File: config.mk
export PLATFORM = sky130hd
export DESIGN_NAME = ctrl_hazard_pipe
export DESIGN_NICKNAME = d
export VERILOG_FILES = /design/src/rtl/ctrl_pkg.sv /design/src/rtl/ctrl_stage_reg.sv /design/src/rtl/ctrl_hazard_pipe.sv
export SDC_FILE = /design/constraint.sdc
export NUM_CORES = 1
export LEC_CHECK = 0
export CORE_MARGIN = 1.5
export CORE_UTILIZATION = 40
export DETAILED_ROUTE_END_ITERATION = 12
export PLACE_DENSITY_LB_ADDON = 0.3
export SYNTH_ARGS = -nofsm -noshare
export SYNTH_HDL_FRONTEND = slang
export SYNTH_SLANG_ARGS = --single-unit
File: constraint.sdc
create_clock -name clk -period 2.02 [get_ports clk]
set_clock_uncertainty 0.15 [all_clocks]
set_input_delay 0.202 -clock clk [delete_from_list [all_inputs] [get_ports clk]]
set_output_delay 0.202 -clock clk [all_outputs]
set_load 0.005 [all_outputs]
File: src/rtl/ctrl_pkg.sv
// Shared definitions for the ID->EX->MEM->WB control pipeline: bundle bit
// positions and the default bundle width.
package ctrl_pkg;

  localparam int CTRL_W_DEF = 9;

  localparam int AM    = 0;
  localparam int S_EN  = 1;
  localparam int LOAD  = 2;
  localparam int RF_EN = 3;
  localparam int SIZE  = 4;
  localparam int RW    = 5;
  localparam int EN    = 6;
  localparam int BL    = 7;
  localparam int B     = 8;

endpackage

File: src/rtl/ctrl_stage_reg.sv
// One pipeline stage register carrying {valid, opcode, ctrl, rd}.
// Hold freezes the stage and wins over bubble; an invalid input loads as a bubble.
module ctrl_stage_reg #(
  parameter int OP_W   = 4,
  parameter int CTRL_W = 9,
  parameter int RA_W   = 4
) (
  input  logic              clk,
  input  logic              R,
  input  logic              hold,
  input  logic              bubble,
  input  logic              nxt_valid,
  input  logic [OP_W-1:0]   nxt_opcode,
  input  logic [CTRL_W-1:0] nxt_ctrl,
  input  logic [RA_W-1:0]   nxt_rd,
  output logic              valid,
  output logic [OP_W-1:0]   opcode,
  output logic [CTRL_W-1:0] ctrl,
  output logic [RA_W-1:0]   rd
);

  always_ff @(posedge clk) begin
    if (R) begin
      valid  <= 1'b0;
      opcode <= '0;
      ctrl   <= '0;
      rd     <= '0;
    end else if (hold) begin
      valid  <= valid;
      opcode <= opcode;
      ctrl   <= ctrl;
      rd     <= rd;
    end else if (bubble || !nxt_valid) begin
      // an empty slot never presents stale control bits downstream
      valid  <= 1'b0;
      opcode <= '0;
      ctrl   <= '0;
      rd     <= '0;
    end else begin
      valid  <= 1'b1;
      opcode <= nxt_opcode;
      ctrl   <= nxt_ctrl;
      rd     <= nxt_rd;
    end
  end

endmodule

File: src/rtl/ctrl_hazard_pipe.sv
// Control-bundle pipeline ID->EX->MEM->WB with load-use bubbling, branch flush,
// external-stall freeze, PC/IF_ID load enables and saturating event counters.
module ctrl_hazard_pipe
  import ctrl_pkg::*;
#(
  parameter int OP_W   = 4,
  parameter int CTRL_W = CTRL_W_DEF,
  parameter int RA_W   = 4,
  parameter int CNT_W  = 16
) (
  input  logic              clk,
  input  logic              R,
  input  logic              id_valid,
  input  logic [OP_W-1:0]   id_opcode,
  input  logic [CTRL_W-1:0] id_ctrl,
  input  logic [RA_W-1:0]   id_rn,
  input  logic [RA_W-1:0]   id_rm,
  input  logic              id_use_rn,
  input  logic              id_use_rm,
  input  logic [RA_W-1:0]   id_rd,
  input  logic              ex_br_taken,
  input  logic              stall_ext,
  output logic              pc_le,
  output logic              ifid_le,
  output logic              ifid_flush,
  output logic              ex_valid,
  output logic              mem_valid,
  output logic              wb_valid,
  output logic [OP_W-1:0]   ex_opcode,
  output logic [CTRL_W-1:0] ex_ctrl,
  output logic [CTRL_W-1:0] mem_ctrl,
  output logic [CTRL_W-1:0] wb_ctrl,
  output logic [RA_W-1:0]   ex_rd,
  output logic [RA_W-1:0]   mem_rd,
  output logic [RA_W-1:0]   wb_rd,
  output logic              lu_stall,
  output logic [CNT_W-1:0]  stall_cnt,
  output logic [CNT_W-1:0]  flush_cnt
);

  function automatic logic [CNT_W-1:0] sat_inc(input logic [CNT_W-1:0] v, input logic inc);
    if (inc && (v != {CNT_W{1'b1}}))
      return v + CNT_W'(1);
    return v;
  endfunction

  logic            lu;
  logic            fl;
  logic            ex_bubble;
  logic            stall_inc;
  logic            flush_inc;
  logic [OP_W-1:0] mem_opcode;
  logic [OP_W-1:0] wb_opcode;
  logic            unused_wb_opcode;

  always_comb begin
    lu = ex_valid & ex_ctrl[LOAD] & ex_ctrl[RF_EN] & id_valid
       & ((id_use_rn & (id_rn == ex_rd)) | (id_use_rm & (id_rm == ex_rd)));
    fl = ex_valid & ex_br_taken;
    // a taken branch squashes ID anyway, so a coincident load-use is moot
    lu_stall   = lu & ~fl & ~stall_ext;
    ifid_flush = fl & ~stall_ext;
    pc_le      = ~stall_ext & (fl | ~lu);
    ifid_le    = pc_le;
    ex_bubble  = fl | lu;
    stall_inc  = stall_ext | lu_stall;
    flush_inc  = ifid_flush;
  end

  // ID -> EX
  ctrl_stage_reg #(.OP_W(OP_W), .CTRL_W(CTRL_W), .RA_W(RA_W)) u_ex (
    .clk        (clk),
    .R          (R),
    .hold       (stall_ext),
    .bubble     (ex_bubble),
    .nxt_valid  (id_valid),
    .nxt_opcode (id_opcode),
    .nxt_ctrl   (id_ctrl),
    .nxt_rd     (id_rd),
    .valid      (ex_valid),
    .opcode     (ex_opcode),
    .ctrl       (ex_ctrl),
    .rd         (ex_rd)
  );

  // EX -> MEM
  ctrl_stage_reg #(.OP_W(OP_W), .CTRL_W(CTRL_W), .RA_W(RA_W)) u_mem (
    .clk        (clk),
    .R          (R),
    .hold       (stall_ext),
    .bubble     (1'b0),
    .nxt_valid  (ex_valid),
    .nxt_opcode (ex_opcode),
    .nxt_ctrl   (ex_ctrl),
    .nxt_rd     (ex_rd),
    .valid      (mem_valid),
    .opcode     (mem_opcode),
    .ctrl       (mem_ctrl),
    .rd         (mem_rd)
  );

  // MEM -> WB
  ctrl_stage_reg #(.OP_W(OP_W), .CTRL_W(CTRL_W), .RA_W(RA_W)) u_wb (
    .clk        (clk),
    .R          (R),
    .hold       (stall_ext),
    .bubble     (1'b0),
    .nxt_valid  (mem_valid),
    .nxt_opcode (mem_opcode),
    .nxt_ctrl   (mem_ctrl),
    .nxt_rd     (mem_rd),
    .valid      (wb_valid),
    .opcode     (wb_opcode),
    .ctrl       (wb_ctrl),
    .rd         (wb_rd)
  );

  assign unused_wb_opcode = ^wb_opcode;

  always_ff @(posedge clk) begin
    if (R) begin
      stall_cnt <= '0;
      flush_cnt <= '0;
    end else begin
      stall_cnt <= sat_inc(stall_cnt, stall_inc);
      flush_cnt <= sat_inc(flush_cnt, flush_inc);
    end
  end

endmodule

==> summary.txt, run 1 <==
Place
  – Post-DP HPWL: 6240 microns
  – I/O Buffers: 113
  – Pre-CTS setup slack: -0.552 ns
  – Post-DP Area: 4610 sq um
  – Placer Congestion: 0.818

Synth
  – Post-synthesis instance area: 3190 sq um
  – Synth cell count leaders: dfxtp_1 (78), nor2_1 (56), a22oi_1 (24)
  – Yosys top cell by area: dfxtp_1
  – EDFF count, synth: 0
  – Most used DFF post-synth: dfxtp_1
  – Most numerous cell in the Yosys netlist: dfxtp_1
  – Post-synthesis sequential area ratio: 49.0%
  – Synth Instances: 351
  – Mapped Nets: 385
  – Synth top area cells: dfxtp_1 (49%), nor2_1 (6.6%), a22oi_1 (5.7%)
  – Synth warn: 0
  – Post-synthesis async set-or-reset flop share: 0%
  – Post-synth cell types: 42
  – Synth top area share: 49.0%
  – Seq cells post-synth: 78
  – Mapped Avg Cell Area: 9.08 sq um

Clock network
  – Clock Path Buffers: 2
  – Worst-skew pair later-pin latency: 0.35 ns
  – CTS Buf Count: 9
  – Cts hold-fix bufs: 0
  – CTS H-tree lvls: 3
  – Root buffer cell: clkbuf_8
  – Clock-pin slew on the worst setup and hold paths: 0.08 ns
  – Sink Count: 78
  – CTS tree: yes

Detailed routing
  – Antenna Nets Post-Route: 0
  – Wire length per cell: 14.9 microns
  – Pre-antenna DRT Iters: 4
  – DRC viols: 0
  – Via count: 3177
  – Total routed wirelength: 8870 microns
  – Initial DRC Count: 145
  – Vias per cell: 5.32

Floorplan
  – Die area: 8510 sq um
  – Total I/O pin count: 114
  – Core area: 7730 sq um
  – Initial Utilization: 41.3%
  – Number of cell rows: 32
  – Chip Height: 92.3 microns
  – Chip Width: 92.3 microns

STA
  – RSZ-0062 raised after global routing: yes
  – Final worst setup slack: -0.232 ns
  – Part of the cycle the worst path needs: 111%
  – Least-Margin Pin Slew: 0.693 ns
  – Maximum clock frequency: 0.444 GHz
  – Min cycle time layout: 2.25 ns
  – Max transition margin: 53.6%
  – Final Setup Violations: 18
  – Final Hold Vio Count: 0
  – Hold Slack: 0.194 ns
  – Slew Limit Fails: 0

Global routing
  – Vias in the first global route: 2939
  – All-layer global routing usage: 20.6%
  – First-pass GRT wire length: 14000 microns
  – Grt ovf: 0
  – Pin count of the biggest net entering global routing: 34
  – Initial antenna violation count: 0

Worst hold path
  – Min-Delay Startpoint: R
  – Hold Path Cell Cnt: 4
  – Worst hold path endpoint: stall_cnt[1]
  – Hold Crit Class: in -> reg

Worst setup path
  – R2R Setup Slk: -0.19 ns
  – Worst setup path class: reg -> out
  – FF-to-FF End: stall_cnt[15]
  – Crit end category: output pin
  – Critical path fanouts, max: 4
  – FF-to-FF path depth: 8
  – Worst-path cell chain: buf_4, or2b_1, o2111a_1, nand4_1, and3b_2, buf_6, buf_6, buf_6
  – Delay-heaviest family, CP: buffers and inverters
  – Slowest cell delay on critical path: 0.37 ns
  – Worst reg2reg path startpoint: u_ex.rd[0]
  – Cell mode on critical path: buf_6
  – CP bufs+invs: 4
  – Req. time, crit path: 1.67 ns
  – Data arrival time of the critical path: 1.90 ns
  – Critical Path Source Type: register
  – CP max-delay cell: dfxtp_4

Finish
  – Fraction of layout cells with a size suffix above 1: 18.8%
  – Fill cells: 645
  – Design area: 4990 sq um
  – # nets final: 524
  – Multi-input gate area: 1670 sq um
  – Finished Core Util: 64.6%
  – Storage cell area: 1570 sq um
  – Antenna diode count: 0
  – Layout overhead on the synthesized area: 56.5%

Power and ir drop
  – Total power draw: 2.97 mW
  – VDD IR max: 489 uV
  – Leakage power: 1.83 nW
  – PD cells: 596 nW/um^2

Outcome
  – Status: complete, but fails checks
  – Failing checks: setup timing

Job
  – Max-cap violations: 0
## worst max path at each step
stage / startpoint / endpoint / depth (start not counted)
after floorplan: u_ex.rd[0] / stall_cnt[15] / 7
after global placement: id_rn[1] / stall_cnt[15] / 8
after detailed placement: id_rn[1] / stall_cnt[15] / 8
after CTS: u_ex.rd[0] / stall_cnt[15] / 8
after global routing: u_ex.rd[0] / ifid_le / 8
final: u_ex.rd[0] / ifid_le / 8
## layout by cell type (no fill, tap or decap), types with 3 or more instances in the layout
master           synthesis  final
nand2_1                 22     22
nor3_2                   0      3
dfxtp_1                 78     77
xor2_1                  13     13
inv_6                    0      4
and4_4                   0      3
mux2_4                   0      4
nor2b_1                  8      5
a21oi_1                 17      9
or3_1                    7      4
and3_1                   6      6
nor2b_2                  0      3
xnor2_1                  6      6
clkdlybuf4s50_1          0    109
buf_6                    2      6
a21oi_2                  0      7
mux2i_1                  3      3
nand4_1                 14     14
clkbuf_8                 0      9
buf_4                    1     30
o21ai_0                  7      6
inv_1                    5      5
nand3_1                 11     11
a22o_1                  17     17
nor2_1                  56     56
a22oi_1                 24     24
or3_4                    0      3
## per-layer routing
metal / share of wire (%) / global-route usage [%] / wire length, microns
met5: 0 / 0 / 0
met4: 1.1 / 5.90 / 97
met3: 7.2 / 6.63 / 641
met2: 47 / 32.9 / 4200
met1: 44 / 26.6 / 3930
## where the power goes
| part | switching (mW) | internal, mW | total, mW |
|---|---|---|---|
| Clock | 0.637 | 0.472 | 1.11 |
| Sequential | 0.0205 | 1.56 | 1.58 |
| Combinational | 0.123 | 0.165 | 0.288 |
| Total | 0.780 | 2.19 | 2.97 |
## stage by stage
step | std cells | TNS [ns]
after floorplan | 351 | -0.00157
after global placement | 575 | -15.29
after detailed placement | 575 | -18.58
after CTS | 594 | -2.54
after global routing | 597 | -3.31
final | 597 | -2.00
## cells by family after synthesis
group | Yosys count | synth area share (%)
buffers and inverters | 29 | 4.08
xor gates and xnor gates | 19 | 5.22
muxes | 7 | 2.35
and+or+nand+nor | 142 | 21.9
AOI/OAI and AO/OA | 74 | 16.6
DFF | 78 | 49.0
adders and majority gates | 2 | 0.785
## worst reg2reg max path: stages, from the launching register on
cell,delay [ns]
dfxtp_4,0.37
buf_4,0.14
or2b_1,0.14
o2111a_1,0.24
nand4_1,0.09
and3b_2,0.24
buf_12,0.15
nor4b_4,0.27
mux2_4,0.32
## cell type report
class	count	area share [%]
clock buffers	9	2.48
clock inverters	7	1.23
inverters	6	0.451
multi-input cells	246	33.5
flip-flops and latches	78	31.4
well taps	102	2.56
repair buffers	149	28.4
## registers in the layout, indices dropped and copies added (netlist names)
signal / flops
u_ex.valid: 1
u_wb.rd: 4
u_wb.ctrl: 9
u_mem.rd: 4
u_wb.valid: 1
flush_cnt: 16
stall_cnt: 16
u_mem.valid: 1
u_mem.ctrl: 9
u_ex.ctrl: 9
u_ex.rd: 4
u_ex.opcode: 4
## timing repair
action,CTS,global route
pin swaps,20,4
cloned,0,2
endpoints found under the setup margin,34,52
resized for setup,25,28
endpoints found under the hold margin,0,0
buffers inserted,4,1
No activity file was read; power rests on OpenSTA's default activity.
==> inputs of run 2 (changes only) <==
--- a/config.mk
+++ b/config.mk
@@ -5,8 +5,11 @@
 export SDC_FILE = /design/constraint.sdc
 export NUM_CORES = 1
 export LEC_CHECK = 0
+export CELL_PAD_IN_SITES_DETAIL_PLACEMENT = 0
+export CELL_PAD_IN_SITES_GLOBAL_PLACEMENT = 2
+export CORE_ASPECT_RATIO = 1.5
 export CORE_MARGIN = 1.5
-export CORE_UTILIZATION = 40
+export CORE_UTILIZATION = 23
 export DETAILED_ROUTE_END_ITERATION = 12
 export PLACE_DENSITY_LB_ADDON = 0.3
 export SYNTH_ARGS = -nofsm -noshare
==> summary.txt, run 2 (synthesis results as in run 1) <==
Clock network
  – CTS Buf Count: 9 (unchanged)
  – Root buffer cell: clkbuf_16 (was clkbuf_8)
  – CTS tree: yes (unchanged)
  – Worst-skew pair later-pin latency: 0.33 ns (was 0.35 ns)
  – Clock-pin slew on the worst setup and hold paths: 0.07 ns (was 0.08 ns)
  – CTS H-tree lvls: 3 (unchanged)
  – Sink Count: 78 (unchanged)
  – Clock Path Buffers: 2 (unchanged)

Floorplan
  – Chip Width: 99.1 microns (was 92.3 microns)
  – Initial Utilization: 23.6% (was 41.3%)
  – Die area: 14600 sq um (was 8510 sq um)
  – Number of cell rows: 52 (was 32)
  – Core area: 13500 sq um (was 7730 sq um)
  – Total I/O pin count: 114 (unchanged)
  – Chip Height: 147 microns (was 92.3 microns)

Detailed routing
  – Via count: 3156 (was 3177)
  – Initial DRC Count: 107 (was 145)
  – Wire length per cell: 15.1 microns (was 14.9 microns)
  – Pre-antenna DRT Iters: 4 (unchanged)
  – Total routed wirelength: 10100 microns (was 8870 microns)
  – DRC viols: 0 (unchanged)
  – Antenna Nets Post-Route: 0 (unchanged)
  – Vias per cell: 4.70 (was 5.32)

STA
  – RSZ-0062 raised after global routing: yes (unchanged)
  – Hold Slack: 0.118 ns (was 0.194 ns)
  – Slew Limit Fails: 0 (unchanged)
  – Least-Margin Pin Slew: 0.435 ns (was 0.693 ns)
  – Part of the cycle the worst path needs: 113% (was 111%)
  – Final Setup Violations: 19 (was 18)
  – Min cycle time layout: 2.29 ns (was 2.25 ns)
  – Maximum clock frequency: 0.437 GHz (was 0.444 GHz)
  – Final Hold Vio Count: 0 (unchanged)
  – Final worst setup slack: -0.266 ns (was -0.232 ns)
  – Max transition margin: 71.0% (was 53.6%)

Worst setup path
  – Critical path fanouts, max: 6 (was 4)
  – Req. time, crit path: 2.10 ns (was 1.67 ns)
  – Worst-path cell chain: inv_2, a222oi_1, buf_4, nand4_1, and3b_2, buf_12, and4bb_2, mux2_4 (was buf_4, or2b_1, o2111a_1, nand4_1, and3b_2, buf_6, buf_6, buf_6)
  – CP bufs+invs: 3 (was 4)
  – Crit end category: register (was output pin)
  – Data arrival time of the critical path: 2.36 ns (was 1.90 ns)
  – CP max-delay cell: a222oi_1 (was dfxtp_4)
  – Critical Path Source Type: register (unchanged)
  – Delay-heaviest family, CP: simple AND/OR/NAND/NOR gates (was buffers and inverters)
  – Worst setup path class: reg -> reg (was reg -> out)
  – Slowest cell delay on critical path: 0.38 ns (was 0.37 ns)

Place
  – Post-DP HPWL: 7150 microns (was 6240 microns)
  – Placer Congestion: 0.755 (was 0.818)
  – Post-DP Area: 4770 sq um (was 4610 sq um)
  – Pre-CTS setup slack: -0.443 ns (was -0.552 ns)
  – I/O Buffers: 113 (unchanged)
  – Placed insts: 648 (was 575)

Worst hold path
  – Hold Crit Class: in -> reg (unchanged)

Finish
  – Fraction of layout cells with a size suffix above 1: 18.7% (was 18.8%)
  – Commonest non-fill, non-tap cell in the layout: clkdlybuf4s50_1 (unchanged)
  – Storage cell area: 1570 sq um (about the same)
  – Finished Core Util: 39.1% (was 64.6%)
  – Fill cells: 1373 (was 645)
  – # nets final: 538 (was 524)
  – Antenna diode count: 0 (unchanged)
  – Multi-input gate area: 1590 sq um (was 1670 sq um)
  – Largest registers: flush_cnt: 16 flops, stall_cnt: 16 flops (unchanged)
  – Non-filler cells, final: 671 (was 597)
  – Layout overhead on the synthesized area: 66.2% (was 56.5%)
  – Design area: 5300 sq um (was 4990 sq um)
  – Most frequent cells in the layout: clkdlybuf4s50_1 (109), dfxtp_1 (75), nor2_1 (56) (was clkdlybuf4s50_1 (109), dfxtp_1 (77), nor2_1 (56))

Power and ir drop
  – Leakage power: 1.99 nW (was 1.83 nW)
  – PD cells: 676 nW/um^2 (was 596 nW/um^2)
  – VDD IR max: 401 uV (was 489 uV)

Global routing
  – First-pass GRT wire length: 16200 microns (was 14000 microns)
  – Pin count of the biggest net entering global routing: 38 (was 34)
  – Vias in the first global route: 3200 (was 2939)
  – All-layer global routing usage: 14.0% (was 20.6%)
  – Grt ovf: 0 (unchanged)
  – Initial antenna violation count: 0 (unchanged)

Outcome
  – Status: complete, but fails checks (unchanged)
  – Failing checks: setup timing (unchanged)

Job
  – Max-cap violations: 0 (unchanged)
[run 2: worst paths after layout]
check	from	end	slack [ns]	cells after the start
worst max-delay path	u_ex.rd[0]	stall_cnt[7]	-0.27	8
worst min-delay path	R	stall_cnt[12]	0.12	3
worst max register to register	u_ex.rd[0]	stall_cnt[7]	-0.27	8
worst min register to register	u_ex.opcode[2]	u_ex.opcode[2]	0.32	1
[run 2: area by class of cell]
class	instances	share of cell area, %
inverters	6	0.425
well taps	162	3.83
clock buffers	9	4.25
flip-flops and latches	78	29.6
multi-input cells	244	30.1
clock inverters	7	1.63
repair buffers	165	30.2
[run 2: worst reg2reg max path, delay by kind of cell, from the launching register on]
kind | cells | cell delay [ns]
buffers and inverters | 3 | 0.37
and+or+nand+nor | 3 | 0.64
muxes | 1 | 0.29
DFF | 1 | 0.35
AOI/OAI and AO/OA | 1 | 0.38
[run 2: metrics by stage]
stage / power [mW] / setup TNS, ns
final: 3.58 / -3.73
after CTS: 3.63 / -3.72
after detailed placement: 1.89 / -11.69
after global routing: 3.73 / -5.62
after global placement: 1.89 / -11.84
after floorplan: 1.71 / -0.00157
[run 2: power by group]
group / total (mW) / leakage (nW) / internal, mW / switching (mW)
combinational: 0.310 / 1.20 / 0.182 / 0.128
sequential: 1.58 / 0.632 / 1.56 / 0.0182
clock: 1.70 / 0.150 / 0.986 / 0.711
total: 3.58 / 1.99 / 2.73 / 0.857
[run 2: repair_timing]
item	CTS	global route
setup endpoints to repair	15	36
setup buffers	3	2
cloned	2	0
pin swaps	23	8
hold buffers	0	0
gates resized for setup	33	11
[run 2: metal layers]
layer | up-vias | wire length [microns] | track usage [%]
li1 | 1559 | - | -
met1 | 1502 | 4330 | 16.1
met3 | 12 | 605 | 4.33
met4 | 0 | 168 | 4.44
met5 | - | 0 | 0
met2 | 83 | 5010 | 24.6
==> patch, RTL diff (settings of run 1) <==
Put one more register stage on the output `flush_cnt`. The value now appears one clock later. The other outputs are not delayed to match.
--- a/src/rtl/ctrl_hazard_pipe.sv
+++ b/src/rtl/ctrl_hazard_pipe.sv
@@ -39,2 +39,4 @@
 );
+
+  logic [CNT_W-1:0] flush_cnt_s0;
 
@@ -122,7 +124,11 @@
       stall_cnt <= '0;
-      flush_cnt <= '0;
+      flush_cnt_s0 <= '0;
     end else begin
       stall_cnt <= sat_inc(stall_cnt, stall_inc);
-      flush_cnt <= sat_inc(flush_cnt, flush_inc);
+      flush_cnt_s0 <= sat_inc(flush_cnt_s0, flush_inc);
     end
+  end
+
+  always_ff @(posedge clk) begin
+    flush_cnt <= flush_cnt_s0;
   end
Function: changed (a bounded check fails within 4 cycles, from zero or initial values).
==> patch against run 1 <==
- the flow still finishes with violations (negative setup slack)
- maximum frequency increased by 5.5%
- highest routed layer unchanged
- sequential cell count is 16 higher
- power is 19% higher
- wire length rose by 9.4%
- global-route usage shrank 0.061 points
- cell area rose by 11%
- cell count grew 8.5%
- utilization fell by 1.3 points
- setup slack better by 0.12 ns
- area after synthesis up 13%
==> patch: results (changes against run 1) <==
stage,metric,value,unit,change
outcome,outcome,"finished, violations left",,unchanged
outcome,failing checks,negative setup slack,,unchanged
placement,placed cell area,4970,um2,was 4610 um2
global_routing,GRT Overall Usage,0.206,,about the same
global_routing,vias in the first global route,3344,,was 2939
clock_network,H-tree Lvls,3,,unchanged
logic_synthesis,syn_nets,437,,was 385
sta,final worst slack,-0.115,ns,was -0.232 ns
clock_network,clk buf depth,2,,unchanged
worst_setup_path,crit path DAT,2.28,ns,was 1.90 ns
logic_synthesis,sequential fraction of the synthesis area,0.521,,was 0.490
logic_synthesis,area share of fa/ha/maj cells after synthesis,0.00693,,was 0.00785
clock_network,CTS root buffer,clkbuf_8,,unchanged
logic_synthesis,asr flop ratio synth,0,,unchanged
logic_synthesis,multiplexer area fraction after synthesis,0.0118,,was 0.0235
placement,DP HPWL,6.31,mm,was 6.24 mm
hold_path,HP Class,in2reg,,unchanged
sta,actual slew at the worst max-slew pin,0.995,ns,was 0.693 ns
sta,final-report setup violation count,13,,was 18
global_routing,first-pass GRT wire length,16.2,mm,was 14.0 mm
clock_network,cts bufs inserted,9,,unchanged
logic_synthesis,Post-Synth XOR/XNOR Area,0.0558,,was 0.0522
placement,Cells after DPL,623,,was 575
logic_synthesis,Synth warnings,0,,unchanged
global_routing,initial antenna violation count,0,,unchanged
power_and_ir_drop,Peak supply drop,0.000290,V,was 0.000489 V
logic_synthesis,cell count after synthesis,403,,was 351
logic_synthesis,Yosys cell types,40,,was 42
power_and_ir_drop,Int Power,2.65,mW,was 2.19 mW
placement,I/O Buffers,113,,unchanged
global_routing,largest net degree at the start of global routing,78,,was 34
logic_synthesis,compound-cell area share of the yosys netlist,0.144,,was 0.166
logic_synthesis,Synth area leaders,"dfxtp_1 (52%), nand2_1 (6.2%), nor2_1 (5.7%)",,"was dfxtp_1 (49%), nor2_1 (6.6%), a22oi_1 (5.7%)"
layout,antenna cells,0,,unchanged
clock_network,clk_lat worst skew,0.36,ns,
detailed_routing,WL/cell,15.0,um,was 14.9 um
detailed_routing,via count,3419,,was 3177
sta,setup TNS,-0.766,ns,was -2.00 ns
detailed_routing,vias per cell,5.28,,was 5.32
detailed_routing,1st-iter DRT viols,133,,was 145
layout,share of cells above drive strength 1,0.167,,was 0.188
clock_network,Clock transition at path regs,0.10,ns,was 0.08 ns
placement,GPL Wtd Cong,0.828,,was 0.818
power_and_ir_drop,P_leak,1.96,nW,was 1.83 nW
logic_synthesis,top post-synthesis cells by count,"dfxtp_1 (94), nand2_1 (60), nor2_1 (55)",,"was dfxtp_1 (78), nor2_1 (56), a22oi_1 (24)"
worst_setup_path,"Max FO, Critical Path",5,,was 4
detailed_routing,first-pass iteration count of the detailed router,4,,unchanged
layout,leading registers by flop count,"flush_cnt x16, flush_cnt_s0 x16, stall_cnt x16",,"was flush_cnt x16, stall_cnt x16"
layout,nets,569,,was 524
-- patch: per-layer routing --
layer / global-route usage / vias up / routed length, um
met4: 0.0736 / 0 / 122
met2: 0.338 / 94 / 4740
met5: 0 / - / 0
met1: 0.260 / 1621 / 4290
li1: - / 1695 / -
met3: 0.0537 / 9 / 558
-- patch: cell type report --
type	count	area, um2
inverter	4	15.0
tap	108	135
clock inverter	7	91.3
fill	728	3200
sequential	94	1900
timing repair buffer	146	1460
multi-input combinational	280	1790
clock buffer	9	124
-- patch: critical path, stage by stage --
cell,delay [ns]
clkdlybuf4s50_1,0.57
xnor2_4,0.14
nand3_2,0.11
o22ai_4,0.21
a31oi_4,0.14
buf_6,0.16
buf_16,0.13
or4_1,0.49
a21oi_1,0.12
-- patch: power by group through the flow --
stage                     clock network [mW]  registers, mW  logic [mW]
after detailed placement                   0           1.94       0.268
final                                   1.31           1.89       0.326
after global placement                     0           1.94       0.264
after global routing                    1.43           1.90       0.352
after CTS                               1.34           1.89       0.320
after floorplan                            0           1.94       0.111
-- patch: worst paths after layout --
check,startpoint,end,slack (ns),cells after the start
worst max-delay path,id_rn[0],stall_cnt[2],-0.11,9
worst min-delay path,R,u_mem.ctrl[5],0.20,3
worst min register to register,flush_cnt_s0[5],flush_cnt[5],0.23,0
worst max register to register,u_ex.rd[1],stall_cnt[2],-0.10,8
-- patch: through the flow --
stage	power (mW)	setup WS [ns]	util
after detailed placement	2.20	-0.438	0.570
after global placement	2.20	-0.373	0.570
after floorplan	2.05	0.0264	-
after CTS	3.56	-0.0919	0.626
final	3.53	-0.115	0.633
after global routing	3.68	-0.225	0.633
-- patch: what timing repair did --
item,CTS,global route
gates cloned,3,0
pin swaps,36,3
buffers inserted,6,0
hold buffers,0,0
endpoints found under the hold margin,0,0
endpoints found under the setup margin,18,29
gates resized for setup,38,21
